--- src/rtl/parity_serial_tx.sv ---
// Serial parity transmitter: accepts a word via valid/ready and sends it LSB-first, then one parity bit.
// Optional macro PARITY_ERR_INJECT_EN adds err_inject, which inverts the parity bit of the captured frame.
module parity_serial_tx #(
  parameter int unsigned DATA_W     = 8,
  parameter bit          ODD_PARITY = 1'b0
) (
  input  logic              clk,
  input  logic              rst,
  input  logic [DATA_W-1:0] din,
  input  logic              din_valid,
`ifdef PARITY_ERR_INJECT_EN
  input  logic              err_inject,
`endif
  output logic              din_ready,
  output logic              x,
  output logic              frame,
  output logic              par_bit,
  output logic              busy
);

  localparam int unsigned CNT_W = $clog2(DATA_W + 1);

  typedef enum logic [1:0] {IDLE, DATA, PARITY} state_t;

  state_t            state;
  logic [DATA_W-1:0] shift_reg;
  logic [DATA_W-1:0] shift_nxt;
  logic [CNT_W-1:0]  cnt;
  logic              par_acc;
  logic              inj_q;
  logic              accept;

  assign accept    = din_valid && din_ready;
  assign shift_nxt = shift_reg >> 1;

`ifdef PARITY_ERR_INJECT_EN
  always_ff @(posedge clk) begin
    if (rst)         inj_q <= 1'b0;
    else if (accept) inj_q <= err_inject;
  end
`else
  assign inj_q = 1'b0;
`endif

  // x is registered, so each transition loads the value the next cycle must show.
  always_ff @(posedge clk) begin
    if (rst) begin
      state     <= IDLE;
      shift_reg <= '0;
      cnt       <= '0;
      par_acc   <= 1'b0;
      x         <= 1'b0;
      frame     <= 1'b0;
      par_bit   <= 1'b0;
      busy      <= 1'b0;
      din_ready <= 1'b1;
    end else begin
      case (state)
        IDLE, PARITY: begin
          if (accept) begin
            state     <= DATA;
            shift_reg <= din;
            cnt       <= '0;
            par_acc   <= ODD_PARITY;
            x         <= din[0];
            frame     <= 1'b1;
            par_bit   <= 1'b0;
            busy      <= 1'b1;
            din_ready <= 1'b0;
          end else begin
            state     <= IDLE;
            x         <= 1'b0;
            frame     <= 1'b0;
            par_bit   <= 1'b0;
            busy      <= 1'b0;
            din_ready <= 1'b1;
          end
        end
        DATA: begin
          shift_reg <= shift_nxt;
          par_acc   <= par_acc ^ shift_reg[0];
          cnt       <= cnt + 1'b1;
          if (cnt == CNT_W'(DATA_W - 1)) begin
            state     <= PARITY;
            x         <= par_acc ^ shift_reg[0] ^ inj_q;
            par_bit   <= 1'b1;
            din_ready <= 1'b1;
          end else begin
            x <= shift_nxt[0];
          end
        end
        default: state <= IDLE;
      endcase
    end
  end

endmodule

--- config.mk ---
export PLATFORM = sky130hd
export DESIGN_NAME = parity_serial_tx
export DESIGN_NICKNAME = d
export VERILOG_FILES = /design/src/rtl/parity_serial_tx.sv
export SDC_FILE = /design/constraint.sdc
export NUM_CORES = 1
export LEC_CHECK = 0
export ABC_CLOCK_PERIOD_IN_PS = 1700
export BUFFER_PORTS_ARGS = -buffer_cell sky130_fd_sc_hd__buf_4
export CORE_MARGIN = 2
export CORE_UTILIZATION = 25
export CTS_CLUSTER_SIZE = 14
export DETAILED_ROUTE_END_ITERATION = 12
export PLACE_DENSITY = 0.38
export SLEW_MARGIN = 40
export SYNTH_ARGS = -nofsm -noshare
export SYNTH_HDL_FRONTEND = slang
export SYNTH_SLANG_ARGS = --single-unit
--- constraint.sdc ---
create_clock -name clk -period 1.7 [get_ports clk]
set_input_delay 0.085 -clock clk [delete_from_list [all_inputs] [get_ports clk]]
set_output_delay 0.085 -clock clk [all_outputs]
set_load 0.01 [all_outputs]
* Yosys cells after proc, flatten, opt, wreduce, memory -nomap -nowiden *
Index checks and enable logic that the tools add are counted.

word-level totals
  output and inout port bits = 5
  bits of input ports = 11
  word-level logic and storage cells = 38
  register bits after elaboration = 19

cells by class
  muxes and demuxes = 17
  reductions and logical operators = 6
  $add $sub $neg = 1
  bitwise gates (word level) = 1
  equality and inequality tests = 5

operator list
  kind                                            number
  case mux 8 bit (2 select lines)                 1
  2-to-1 mux 8 bit                                1
  case mux 1 bit (2 select lines)                 4
  case mux 4 bit (2 select lines)                 1
  2-to-1 mux 1 bit                                7
  adder 4 x 1 -> 4 bit (second input constant)    1
  == test 4 x 3 -> 1 bit (second input constant)  1
  2-to-1 mux 4 bit                                1
  != test 2 bit (second input constant)           2
  case mux 2 bit (2 select lines)                 1
  AND reduction 2 bit                             2
  == test 2 x 1 -> 1 bit (second input constant)  1
  == test 2 bit (second input constant)           1
  logical NOT 2 bit                               1
  2-to-1 mux 2 bit                                1
  nonzero test 2 bit                              1
  OR reduction 2 bit                              1
  logical AND 1 bit                               1
  XOR 1 bit                                       1

* Logic depth before layout (Yosys ltp) *
  word-level depth = 4
  gate-level depth with buffers = 5
  depth with buffers taken out = 4

* Worst setup path before layout *
No wires, ideal clock.

  path kind = reg2reg
  from = register cnt[0]
  to = register x
  setup slack = 0.364 ns
  cell stages (with the launch flop) = 5
  data arrival time = 1.245 ns
  data required time = 1.609 ns
  setup time = 0.091 ns
  clock period less this slack = 1.336 ns
  path buffers = 0
  cells stage by stage = dfxtp_1 > ha_1 > nand3b_1 > or3_1 > a311oi_1

between the ends
  word-level cells in the longest chain between the ends = 3

ends and longest elaborated chain
  what                             line  RTL
  from (decl)                      28    logic [CNT_W-1:0] cnt;
  from (signal assigned)           82    cnt <= cnt + 1'b1;
  == test 4 x 3 -> 1 bit           83    if (cnt == CNT_W'(DATA_W - 1)) begin
  2-to-1 mux 1 bit                 83
  case mux 1 bit (2 select lines)  58    case (state)
  to (signal assigned)             65    x <= din[0];
  to (signal assigned)             85    x <= par_acc ^ shift_reg[0] ^ inj_q;
  to (signal assigned)             89    x <= shift_nxt[0];
  to (decl)                        15    output logic x,

Every way passes these cells.
A chain may end at the register's enable or synchronous reset.

* Worst setup path in the final report *
Ends and elaborated chain as after synthesis.

==> Flow_metrics.wiki <==
{| class="wikitable"
! Metric !! Value
|-
| Capturing element type of the critical path || flop
|-
| Final Cycle Share || 80.9%
|-
| PortBufs || 15
|-
| Count of inserted antenna diode cells || 0
|-
| Worst slew slack as a fraction of its limit || 74.1%
|-
| Fraction of power spent switching nets || 27.2%
|-
| Syn nets || 107
|-
| Worst Path Arrival || 1.59 ns
|-
| First-pass iteration count of the detailed router || 2
|-
| Most frequent cells in the layout || 22 x sky130_fd_sc_hd__buf_4, 19 x sky130_fd_sc_hd__dfxtp_1, 11 x sky130_fd_sc_hd__a21oi_1
|-
| Post-Syn Area per Cell || 8.59 um2
|-
| Power share of the sequential group || approximately 56%
|-
| Critical path launch point type || flop
|-
| Power per standard cell area || 870 nW/um2
|-
| Number of buffers created by CTS || 3
|-
| Detail-routed via count per cell || 4.59
|-
| Number of rows in the core area || 20
|-
| Minimum period implied by the final worst setup slack || around 1.4 ns
|-
| Number of fill cells in the layout || 356
|-
| Final Setup Violations || 0
|-
| Vias in the first global route || 659
|-
| DR DRC count || 0
|-
| Final hold viol count || 0
|-
| Largest register FFs || 8
|-
| Setup WS post-layout || around 0.32 ns
|-
| Total leakage power || 0.396 nW
|-
| Maximum number of pins on one net before global-route repair || 20
|-
| Most frequent standard cell in the layout excluding fill and tap cells || sky130_fd_sc_hd__buf_4
|-
| Unrepaired setup endpoints after global routing || no
|-
| Post-Place Worst Slack || 0.333 ns
|-
| Sequential share of the synthesized area || a little under half
|-
| Post-Syn Instances || 95
|-
| DIE AREA || 3740 um2
|-
| Max Root-Sink Buffers || 2
|-
| Initial Util || 26.5%
|-
| Peak clock frequency supported by timing || 727 MHz
|-
| Die H || 61.1 um
|-
| Clk sinks || 19
|-
| TritonCTS clock tree || built
|-
| Total Wirelength || 1.90 mm
|-
| Data required time of the worst path || roughly 1.9 ns
|-
| Critical path start-end classification || flop to flop
|-
| Maximum vdd drop || 0.000202 V
|-
| Total overflow reported by the global router || 0
|-
| Initial antenna violation count || 0
|-
| P_int || 0.000644 W
|-
| Skew-Pair Late Insertion Delay || 0.29 ns
|-
| Violation count after the first detailed-routing iteration || 25
|-
| Fraction of final layout cells sized beyond drive strength 1 || about 22%
|-
| Cell Area, Synth || 816 um2
|-
| Clock power frac || 25.6%
|-
| Library cells used by synthesis || 27
|-
| Maximum fanout encountered on the critical timing path || 4
|-
| Max_cap viols || 0
|-
| Share of total power in combinational logic || between 15 and 20%
|-
| Synth Warn # || 0
|-
| # nets final || 126
|-
| Post-cts gate resize count || 0
|-
| DRT antenna net count || 0
|-
| CTS H-tree depth || 1
|-
| Final Skew || 0.00445 ns
|-
| Least-Margin Pin Slew || 0.389 ns
|-
| Placed wire-length estimate || between 1 and 1.5 mm
|-
| Number of synthesized register bits || 19
|-
| Total setup buffers inserted after CTS || 0
|-
| First-pass GRT wire length || between 3 and 4 mm
|-
| I/O pin count || 16
|-
| Area Growth Syn to Fin || 24.7%
|-
| Hold-fix buffers, CTS || 0
|-
| Overall Power || 0.000884 W
|-
| Floorplan Core Area || just over 3000 um2
|-
| Result of the run || complete, no violations
|-
| Worst min-delay path class || input port to flop
|-
| Mean routed wirelength per cell || 12.1 um
|-
| Worst-path clk slew || around 0.11 ns
|-
| Slew Viols, Final || 0
|-
| Global placer's final weighted congestion || 0.670
|-
| Switch Pwr || 0.000241 W
|-
| Total GRT Usage || 12.1%
|-
| Accumulated negative setup slack || 0 ns
|-
| Vias post-DR || 721
|-
| Die X-Extent || 61.1 um
|-
| Root buffer cell || sky130_fd_sc_hd__clkbuf_4
|}
worst paths after layout:
kind | from | endpoint | cells past startpoint | slack, ns
worst max-delay path | cnt[0] | x | 4 | 0.32
worst min-delay path | din[7] | shift_reg[7] | 3 | 0.04
worst max register to register | cnt[0] | x | 4 | 0.32
worst min register to register | shift_reg[6] | shift_reg[6] | 2 | 0.47
logic make-up (layout without fill, tap and decap cells):
kind of cell,Yosys count,in the layout,synth area share (%)
AOI/OAI and AO/OA,24,24,18.1
xor gates and xnor gates,1,1,1.07
adders and majority gates,1,1,1.53
buffers and inverters,8,26,5.52
DFF,19,19,46.6
and+or+nand+nor,42,42,27.1
synthesized netlist by cell type:
master                     number  area share, %
sky130_fd_sc_hd__or3_1          2            1.5
sky130_fd_sc_hd__a31oi_1        1           0.77
sky130_fd_sc_hd__clkbuf_1       3            1.4
sky130_fd_sc_hd__nor2_1         9            4.1
sky130_fd_sc_hd__buf_2          3            1.8
sky130_fd_sc_hd__o21a_1         3            2.8
sky130_fd_sc_hd__or2b_1         1           0.92
sky130_fd_sc_hd__buf_4          1           0.92
sky130_fd_sc_hd__nand3_1        7            4.3
sky130_fd_sc_hd__o211ai_1       1           0.92
sky130_fd_sc_hd__a311oi_1       1            1.1
sky130_fd_sc_hd__a211oi_1       2            1.8
sky130_fd_sc_hd__o21ai_0        2            1.2
sky130_fd_sc_hd__nor2b_1        1           0.77
sky130_fd_sc_hd__nand2_1        6            2.8
sky130_fd_sc_hd__a21oi_1       11            6.7
sky130_fd_sc_hd__dfxtp_1       19             47
sky130_fd_sc_hd__o21bai_1       1           0.92
sky130_fd_sc_hd__a22oi_1        2            1.8
sky130_fd_sc_hd__xnor2_1        1            1.1
sky130_fd_sc_hd__nand3b_1       2            1.8
sky130_fd_sc_hd__buf_6          1            1.4
sky130_fd_sc_hd__and3b_1        3            3.2
sky130_fd_sc_hd__ha_1           1            1.5
sky130_fd_sc_hd__nor3_1         5            3.1
sky130_fd_sc_hd__nand2b_1       2            1.5
sky130_fd_sc_hd__nor4_1         4            3.1
area by class of cell:
class                           instances  area, um2  share of cell area (%)
Timing Repair Buffer                   22        165                    16.2
Multi-Input combinational cell         68        390                    38.4
Clock buffer                            4       26.3                    2.58
Tap cell                               44       55.1                    5.41
Sequential cell                        19        380                    37.4
metrics by stage:
| stage | cell area [um2] | hold WS [ns] | std cells | utilization [%] |
|---|---|---|---|---|
| after floorplan | 816 | 0.221 | 95 | - |
| after global placement | 991 | 0.341 | 153 | 32.2 |
| after detailed placement | 991 | 0.347 | 153 | 32.2 |
| after CTS | 1020 | 0.0162 | 157 | 33.0 |
| after global routing | 1020 | 0.0354 | 157 | 33.0 |
| final | 1020 | 0.0393 | 157 | 33.0 |
critical path, stage by stage, from the launching register on:
cell and delay, ns:
sky130_fd_sc_hd__dfxtp_1 0.38, sky130_fd_sc_hd__ha_1 0.20, sky130_fd_sc_hd__nand3b_1 0.11, sky130_fd_sc_hd__or3_1 0.35
sky130_fd_sc_hd__a311oi_1 0.25
power by group through the flow:
stage	clock (W)	sequential, W	combinational (W)
floorplan	0	0.000506	0.000100
global placement	0	0.000510	0.000161
detailed placement	0	0.000510	0.000161
CTS	0.000246	0.000500	0.000162
global route	0.000276	0.000505	0.000180
finish	0.000226	0.000499	0.000159
routing by layer:
metal | wire, um | up-vias | share of wire, % | track usage, %
met5 | 0 | - | 0 | 0
met4 | 19 | 0 | 1.0 | 6.52
met3 | 64 | 2 | 3.4 | 3.15
met2 | 800 | 11 | 42 | 17.2
met1 | 1010 | 334 | 53 | 16.6
li1 | - | 374 | - | -
Note: power is estimated with default switching activity, not from simulation.
